**config.mk**
```make
export PLATFORM = sky130hd
export DESIGN_NAME = async_fifo_core
export DESIGN_NICKNAME = d
export VERILOG_FILES = /design/src/rtl/async_fifo_pkg.sv /design/src/rtl/async_fifo_mem.sv /design/src/rtl/async_fifo_core.sv
export SDC_FILE = /design/constraint.sdc
export NUM_CORES = 1
export LEC_CHECK = 0
export ABC_AREA = 1
export BUFFER_PORTS_ARGS = -buffer_cell sky130_fd_sc_hd__buf_2
export CORE_MARGIN = 2
export CORE_UTILIZATION = 56
export CTS_CLUSTER_DIAMETER = 60
export CTS_CLUSTER_SIZE = 14
export DETAILED_ROUTE_END_ITERATION = 12
export PLACE_DENSITY = 0.74
export RECOVER_POWER = 100
export SLEW_MARGIN = 10
export SYNTH_ARGS = -nofsm -noshare
export SYNTH_HDL_FRONTEND = slang
export SYNTH_HIERARCHICAL = 1
export SYNTH_SLANG_ARGS = --single-unit
```
**constraint.sdc**
```tcl
create_clock -name clk -period 2.2 [get_ports clk]
set_input_delay 0.22 -clock clk [delete_from_list [all_inputs] [get_ports clk]]
set_output_delay 0.22 -clock clk [all_outputs]
set_load 0.1 [all_outputs]
```
**src/rtl/async_fifo_pkg.sv**
```systemverilog
// rtl/async_fifo_pkg.sv - pointer-width helper and Gray/binary conversions for async_fifo_core
package async_fifo_pkg;

  localparam int MAX_PTR_W = 16;

  function automatic int ptr_w(input int asize);
    return asize + 1;
  endfunction

  function automatic logic [MAX_PTR_W-1:0] bin2gray(input logic [MAX_PTR_W-1:0] b);
    return b ^ (b >> 1);
  endfunction

  function automatic logic [MAX_PTR_W-1:0] gray2bin(input logic [MAX_PTR_W-1:0] g);
    logic [MAX_PTR_W-1:0] b;
    b[MAX_PTR_W-1] = g[MAX_PTR_W-1];
    for (int i = MAX_PTR_W - 2; i >= 0; i--) begin
      b[i] = b[i+1] ^ g[i];
    end
    return b;
  endfunction

endpackage

```
**src/rtl/async_fifo_mem.sv**
```systemverilog
// rtl/async_fifo_mem.sv - DEPTH x DSIZE FIFO storage, synchronous write, asynchronous read
module async_fifo_mem
  import async_fifo_pkg::*;
#(
  parameter int DSIZE = 8,
  parameter int ASIZE = 4
) (
  input  logic             clk,
  input  logic             i_we,
  input  logic [ASIZE-1:0] i_waddr,
  input  logic [DSIZE-1:0] i_wdata,
  input  logic [ASIZE-1:0] i_raddr,
  output logic [DSIZE-1:0] o_rdata
);

  // Storage is deliberately not reset; content is only meaningful behind the pointers.
  logic [DSIZE-1:0] r_mem [0:(1<<ASIZE)-1];

  always_ff @(posedge clk) begin
    if (i_we) begin
      r_mem[i_waddr] <= i_wdata;
    end
  end

  assign o_rdata = r_mem[i_raddr];

endmodule

```
**src/rtl/async_fifo_core.sv**
```systemverilog
// rtl/async_fifo_core.sv - Gray-pointer FWFT FIFO with full/empty and almost flags
// Optional: ASYNC_FIFO_SYNC_EN routes Gray pointers through 2-flop synchronizers before flag compare.
module async_fifo_core
  import async_fifo_pkg::*;
#(
  parameter int DSIZE = 8,
  parameter int ASIZE = 4
) (
  input  logic             clk,
  input  logic             rst_n,
  input  logic             winc,
  input  logic [DSIZE-1:0] wdata,
  output logic             wfull,
  output logic             awfull,
  input  logic             rinc,
  output logic [DSIZE-1:0] rdata,
  output logic             rempty,
  output logic             arempty
);

  localparam int PTR_W = ptr_w(ASIZE);
  localparam int DEPTH = 1 << ASIZE;

  typedef logic [PTR_W-1:0] ptr_t;

  // Full when the write pointer leads by exactly DEPTH: top two Gray bits inverted.
  localparam ptr_t FULL_MASK = ptr_t'(3) << (PTR_W - 2);

  function automatic ptr_t to_gray(input ptr_t b);
    logic [MAX_PTR_W-1:0] t;
    t = bin2gray(MAX_PTR_W'(b));
    return t[PTR_W-1:0];
  endfunction

  function automatic ptr_t to_bin(input ptr_t g);
    logic [MAX_PTR_W-1:0] t;
    t = gray2bin(MAX_PTR_W'(g));
    return t[PTR_W-1:0];
  endfunction

  ptr_t r_wbin;
  ptr_t r_rbin;
  logic r_wfull;
  logic r_awfull;
  logic r_rempty;
  logic r_arempty;

  logic w_wr_en;
  logic w_rd_en;
  ptr_t w_wbin_next;
  ptr_t w_rbin_next;
  ptr_t w_wgray_next;
  ptr_t w_rgray_next;
  ptr_t w_wocc_next;
  ptr_t w_rocc_next;
  logic w_wfull_next;
  logic w_rempty_next;

  assign w_wr_en      = winc && !r_wfull;
  assign w_rd_en      = rinc && !r_rempty;
  assign w_wbin_next  = r_wbin + ptr_t'(w_wr_en);
  assign w_rbin_next  = r_rbin + ptr_t'(w_rd_en);
  assign w_wgray_next = to_gray(w_wbin_next);
  assign w_rgray_next = to_gray(w_rbin_next);

`ifdef ASYNC_FIFO_SYNC_EN
  ptr_t r_wgray;
  ptr_t r_rgray;
  ptr_t r_wq1_gray;
  ptr_t r_wq2_gray;
  ptr_t r_rq1_gray;
  ptr_t r_rq2_gray;

  always_ff @(posedge clk or negedge rst_n) begin
    if (!rst_n) begin
      r_wgray    <= '0;
      r_rgray    <= '0;
      r_wq1_gray <= '0;
      r_wq2_gray <= '0;
      r_rq1_gray <= '0;
      r_rq2_gray <= '0;
    end else begin
      r_wgray    <= w_wgray_next;
      r_rgray    <= w_rgray_next;
      r_wq1_gray <= r_wgray;
      r_wq2_gray <= r_wq1_gray;
      r_rq1_gray <= r_rgray;
      r_rq2_gray <= r_rq1_gray;
    end
  end

  // Each side sees a stale view of the other, so flags err toward empty/full.
  assign w_rempty_next = (w_rgray_next == r_wq2_gray);
  assign w_wfull_next  = (w_wgray_next == (r_rq2_gray ^ FULL_MASK));
  assign w_wocc_next   = w_wbin_next - to_bin(r_rq2_gray);
  assign w_rocc_next   = to_bin(r_wq2_gray) - w_rbin_next;
`else
  assign w_rempty_next = (w_rgray_next == w_wgray_next);
  assign w_wfull_next  = (w_wgray_next == (w_rgray_next ^ FULL_MASK));
  assign w_wocc_next   = w_wbin_next - w_rbin_next;
  assign w_rocc_next   = w_wocc_next;
`endif

  always_ff @(posedge clk or negedge rst_n) begin
    if (!rst_n) begin
      r_wbin    <= '0;
      r_rbin    <= '0;
      r_wfull   <= 1'b0;
      r_awfull  <= 1'b0;
      r_rempty  <= 1'b1;
      r_arempty <= 1'b1;
    end else begin
      r_wbin    <= w_wbin_next;
      r_rbin    <= w_rbin_next;
      r_wfull   <= w_wfull_next;
      r_awfull  <= (w_wocc_next >= ptr_t'(DEPTH - 1));
      r_rempty  <= w_rempty_next;
      r_arempty <= (w_rocc_next <= ptr_t'(1));
    end
  end

  assign wfull   = r_wfull;
  assign awfull  = r_awfull;
  assign rempty  = r_rempty;
  assign arempty = r_arempty;

  async_fifo_mem #(
    .DSIZE(DSIZE),
    .ASIZE(ASIZE)
  ) u_mem (
    .clk    (clk),
    .i_we   (w_wr_en),
    .i_waddr(r_wbin[ASIZE-1:0]),
    .i_wdata(wdata),
    .i_raddr(r_rbin[ASIZE-1:0]),
    .o_rdata(rdata)
  );

endmodule

```
==> results.sh <==
export IMPL_status="finished clean"
export IMPL_synth_largest_area_cell="edfxtp_1"
export IMPL_synth_most_common_cell="nand2_1"
export IMPL_synth_common_cells="251 x nand2_1, 128 x edfxtp_1, 127 x inv_1"
export IMPL_path_clk_slew_ps=60
export IMPL_core_area_sq_um=12000
export IMPL_post_drt_via_cell_ratio=5.48
export IMPL_synth_ff_type="edfxtp_1"
export IMPL_vias=5204
export IMPL_dp_cells=905
export IMPL_p_clk_share_pct=20.7
export IMPL_r2r_slack_ps=120
export IMPL_cpMostUsedCell="nand3_1"
export IMPL_swShare_pct=45.2
export IMPL_tightest_slew_ps=846
export IMPL_port_buffers=23
export IMPL_syn_inst=733
export IMPL_synth_area_leaders="edfxtp_1 56%, nand2_1 14%, nand3_1 8.9%"
export IMPL_grt_usage_pct=25.5
export IMPL_multi_input_area_sq_um=2080
export IMPL_peakVddDrop_mv=1.21
export IMPL_critPathKind="reg2out"
export IMPL_antenna_found_initial=0
export IMPL_cts_root_buf="clkbuf_16"
export IMPL_p_switching_mw=6.22
export IMPL_async_flop_share_pct=9.86
export IMPL_setup_viol=0
export IMPL_drt_first_pass_iters=8
export IMPL_die_h_um=114
export IMPL_crit_arrival_ps=1950
export IMPL_final_cells=949
export IMPL_reg2reg_from="r_rbin[0]"
export IMPL_synthDistinctLibCells=22
export IMPL_fin_ws_ps=27.7
export IMPL_cp_cell_sequence="buf_6 > clkbuf_16 > nand2_1 > nand3_1 > nand3_1 > nand3_1 > nand2_1 > buf_12"
export IMPL_grt_pass1_wl_um=24800
export IMPL_tritoncts="built"
export IMPL_clock_sinks=142
export IMPL_drive_gt1_share_pct=17.3
export IMPL_num_rows=40
export IMPL_whs_path_depth=3
export IMPL_internal_power_mw=7.55
export IMPL_syn_num_nets=752
export IMPL_max_cap_violations=0
export IMPL_whs_endpoint="r_rbin[1]"
export IMPL_grt_pass1_vias=5105
export IMPL_hold_violations=0
export IMPL_nets=808
export IMPL_place_ws_ps=45.0
export IMPL_yosys_area_top_type_share_pct=56.3
export IMPL_dieArea_sq_um=13100
export IMPL_drt_initial_drc_count=532
export IMPL_ys_ff_latch=142
export IMPL_cts_max_level=4
export IMPL_critical_path_required_ps=1980
export IMPL_dp_hpwl_um=9840
export IMPL_nFillCells=886
export IMPL_power_mw=13.8
export IMPL_reg2reg_to="arempty"
export IMPL_worstHoldStart="rinc"
export IMPL_drc=0
export IMPL_wire_per_inst_um=16.9
export IMPL_combPwrFrac_pct=53.4
export IMPL_io_pins=24
export IMPL_critPathMaxStageDelay_ps=490
export IMPL_start_kind="flip-flop"
export IMPL_overflow=0
export IMPL_fin_area_sq_um=8190
export IMPL_ant_nets=0
export IMPL_ys_warnings_count=6
export IMPL_place_congestion=0.851
export IMPL_crit_buf_inv=3
export IMPL_crit_family="buffers and inverters"
export IMPL_sequentialPowerShare_pct=25.9
export IMPL_hp_class="in2reg"
export IMPL_rsz0062_at_grt="true"
export IMPL_whs_ps=208
export IMPL_maxSlewHeadroom_pct=43.6
export IMPL_fin_crit_sh_pct=98.7
export IMPL_grt_max_degree=65
export IMPL_slew_viol_final=0
export IMPL_syn_area_sq_um=6830
export IMPL_cts_path_max_buffers=2
export IMPL_wirelength_um=16100
export IMPL_insertedDiodeCount=0
export IMPL_syn_area_per_cell_sq_um=9.32
export IMPL_cp_end_kind="output port"
export IMPL_fp_dieW_um=114
export IMPL_initial_utilization_pct=57.1
export IMPL_placed_area_sq_um=7320
export IMPL_seq_area_sq_um=4210
export IMPL_numCtsBuffers=17
export IMPL_clock_fmax_mhz=460
export IMPL_rr_worst_depth=13
export IMPL_min_period_ps=2170
export IMPL_skew_ps=5.51
export IMPL_ys_seq_area_share_pct=61.5
export IMPL_leakage_nw=3.69
export IMPL_critPathMaxFanout=16
export IMPL_synth_edf_count=128
export IMPL_area_delta_synth_final_pct=19.9
export IMPL_powerDensity_nw_per_um2=1680
export IMPL_insertion_delay_ps=420
export IMPL_critPathSlowestCell="dfrtp_2"
[layer usage]
layer | GRT usage (%) | wire length, um | vias to the layer above | part of all wire (%)
li1 | - | - | 2455 | -
met2 | 43.5 | 8100 | 226 | 50
met4 | 11.9 | 448 | 0 | 2.8
met1 | 30.6 | 6490 | 2483 | 40
met5 | 0 | 0 | - | 0
met3 | 6.03 | 1020 | 40 | 6.4
[power groups by stage]
stage | clock [mW] | sequential, mW | combinational (mW)
2_1_floorplan | 0 | 3.76 | 4.60
3_3_place_gp | 0 | 3.56 | 6.46
3_5_place_dp | 0 | 3.58 | 6.62
5_1_grt | 3.00 | 3.60 | 7.93
4_1_cts | 2.89 | 3.54 | 6.87
6_report | 2.85 | 3.57 | 7.35
[stage by stage]
stage	utilization (%)	setup TNS [ps]
floorplan	-	0
global placement	61.2	0
detailed placement	61.2	0
CTS	67.1	0
global route	68.5	-141
finish	68.5	0
[worst register-to-register path, delay by kind of cell (launching register included)]
| family | cells | cell delay [ps] |
|---|---|---|
| AND/OR/NAND/NOR | 6 | 500 |
| flip-flops | 1 | 490 |
| buffers and inverters | 4 | 490 |
| AO/OA/AOI/OAI | 2 | 340 |
| adder cells (fa/ha/maj) | 1 | 210 |
[registers in the layout, indices dropped and copies added (netlist names)]
register / cells
u_mem/r_mem: 128
r_rbin: 5
r_wbin: 5
arempty: 1
awfull: 1
rempty: 1
wfull: 1
[layout make-up]
| type | instances | area share [%] |
|---|---|---|
| sequential | 142 | 51.4 |
| multi-input combinational | 434 | 25.3 |
| clock inverter | 15 | 2.08 |
| clock buffer | 17 | 5.19 |
| timing repair buffer | 62 | 7.53 |
| inverter | 132 | 6.25 |
| tap | 147 | 2.25 |
[placed cells by master (no fill, tap or decap), drive strengths merged]
cell type | netlist | layout
edfxtp | 128 | 128
buf | 25 | 51
dlygate4sd3 | 0 | 1
nand4 | 8 | 8
clkinvlp | 0 | 7
o21bai | 1 | 1
nand3b | 2 | 2
clkinv | 0 | 4
inv | 132 | 133
bufinv | 0 | 3
dfstp | 2 | 2
nand3 | 122 | 122
o21ai | 1 | 1
nor2 | 25 | 25
dfrtp | 12 | 12
ha | 7 | 7
nand2 | 267 | 267
clkbuf | 0 | 27
a21oi | 1 | 1
[kinds of logic after synthesis]
group	after synthesis	synth area share (%)
AND/OR/NAND/NOR	424	27.2
buffers and inverters	157	9.80
flip-flops	142	61.5
adder cells (fa/ha/maj)	7	1.28
AO/OA/AOI/OAI	3	0.311
[worst max path at each step]
stage / from / endpoint / slack, ps / depth (start not counted)
2_1_floorplan: rempty / arempty / 0.3 / 16
3_3_place_gp: rempty / arempty / 120 / 16
3_5_place_dp: wfull / awfull / 50 / 13
4_1_cts: r_rbin[2] / rdata[4] / 10 / 7
5_1_grt: r_rbin[0] / rdata[1] / -40 / 8
6_report: r_rbin[0] / rdata[2] / 30 / 8
[timing repair]
item / in CTS / in global routing
gates resized for setup: 10 / 30
hold buffers: 1 / 0
hold endpoints to repair: 14 / 0
pin swaps: 0 / 6
setup buffers: 4 / 4
gates cloned: 1 / 2
setup endpoints to repair: 8 / 12
No activity file was read; power rests on OpenSTA's default activity.
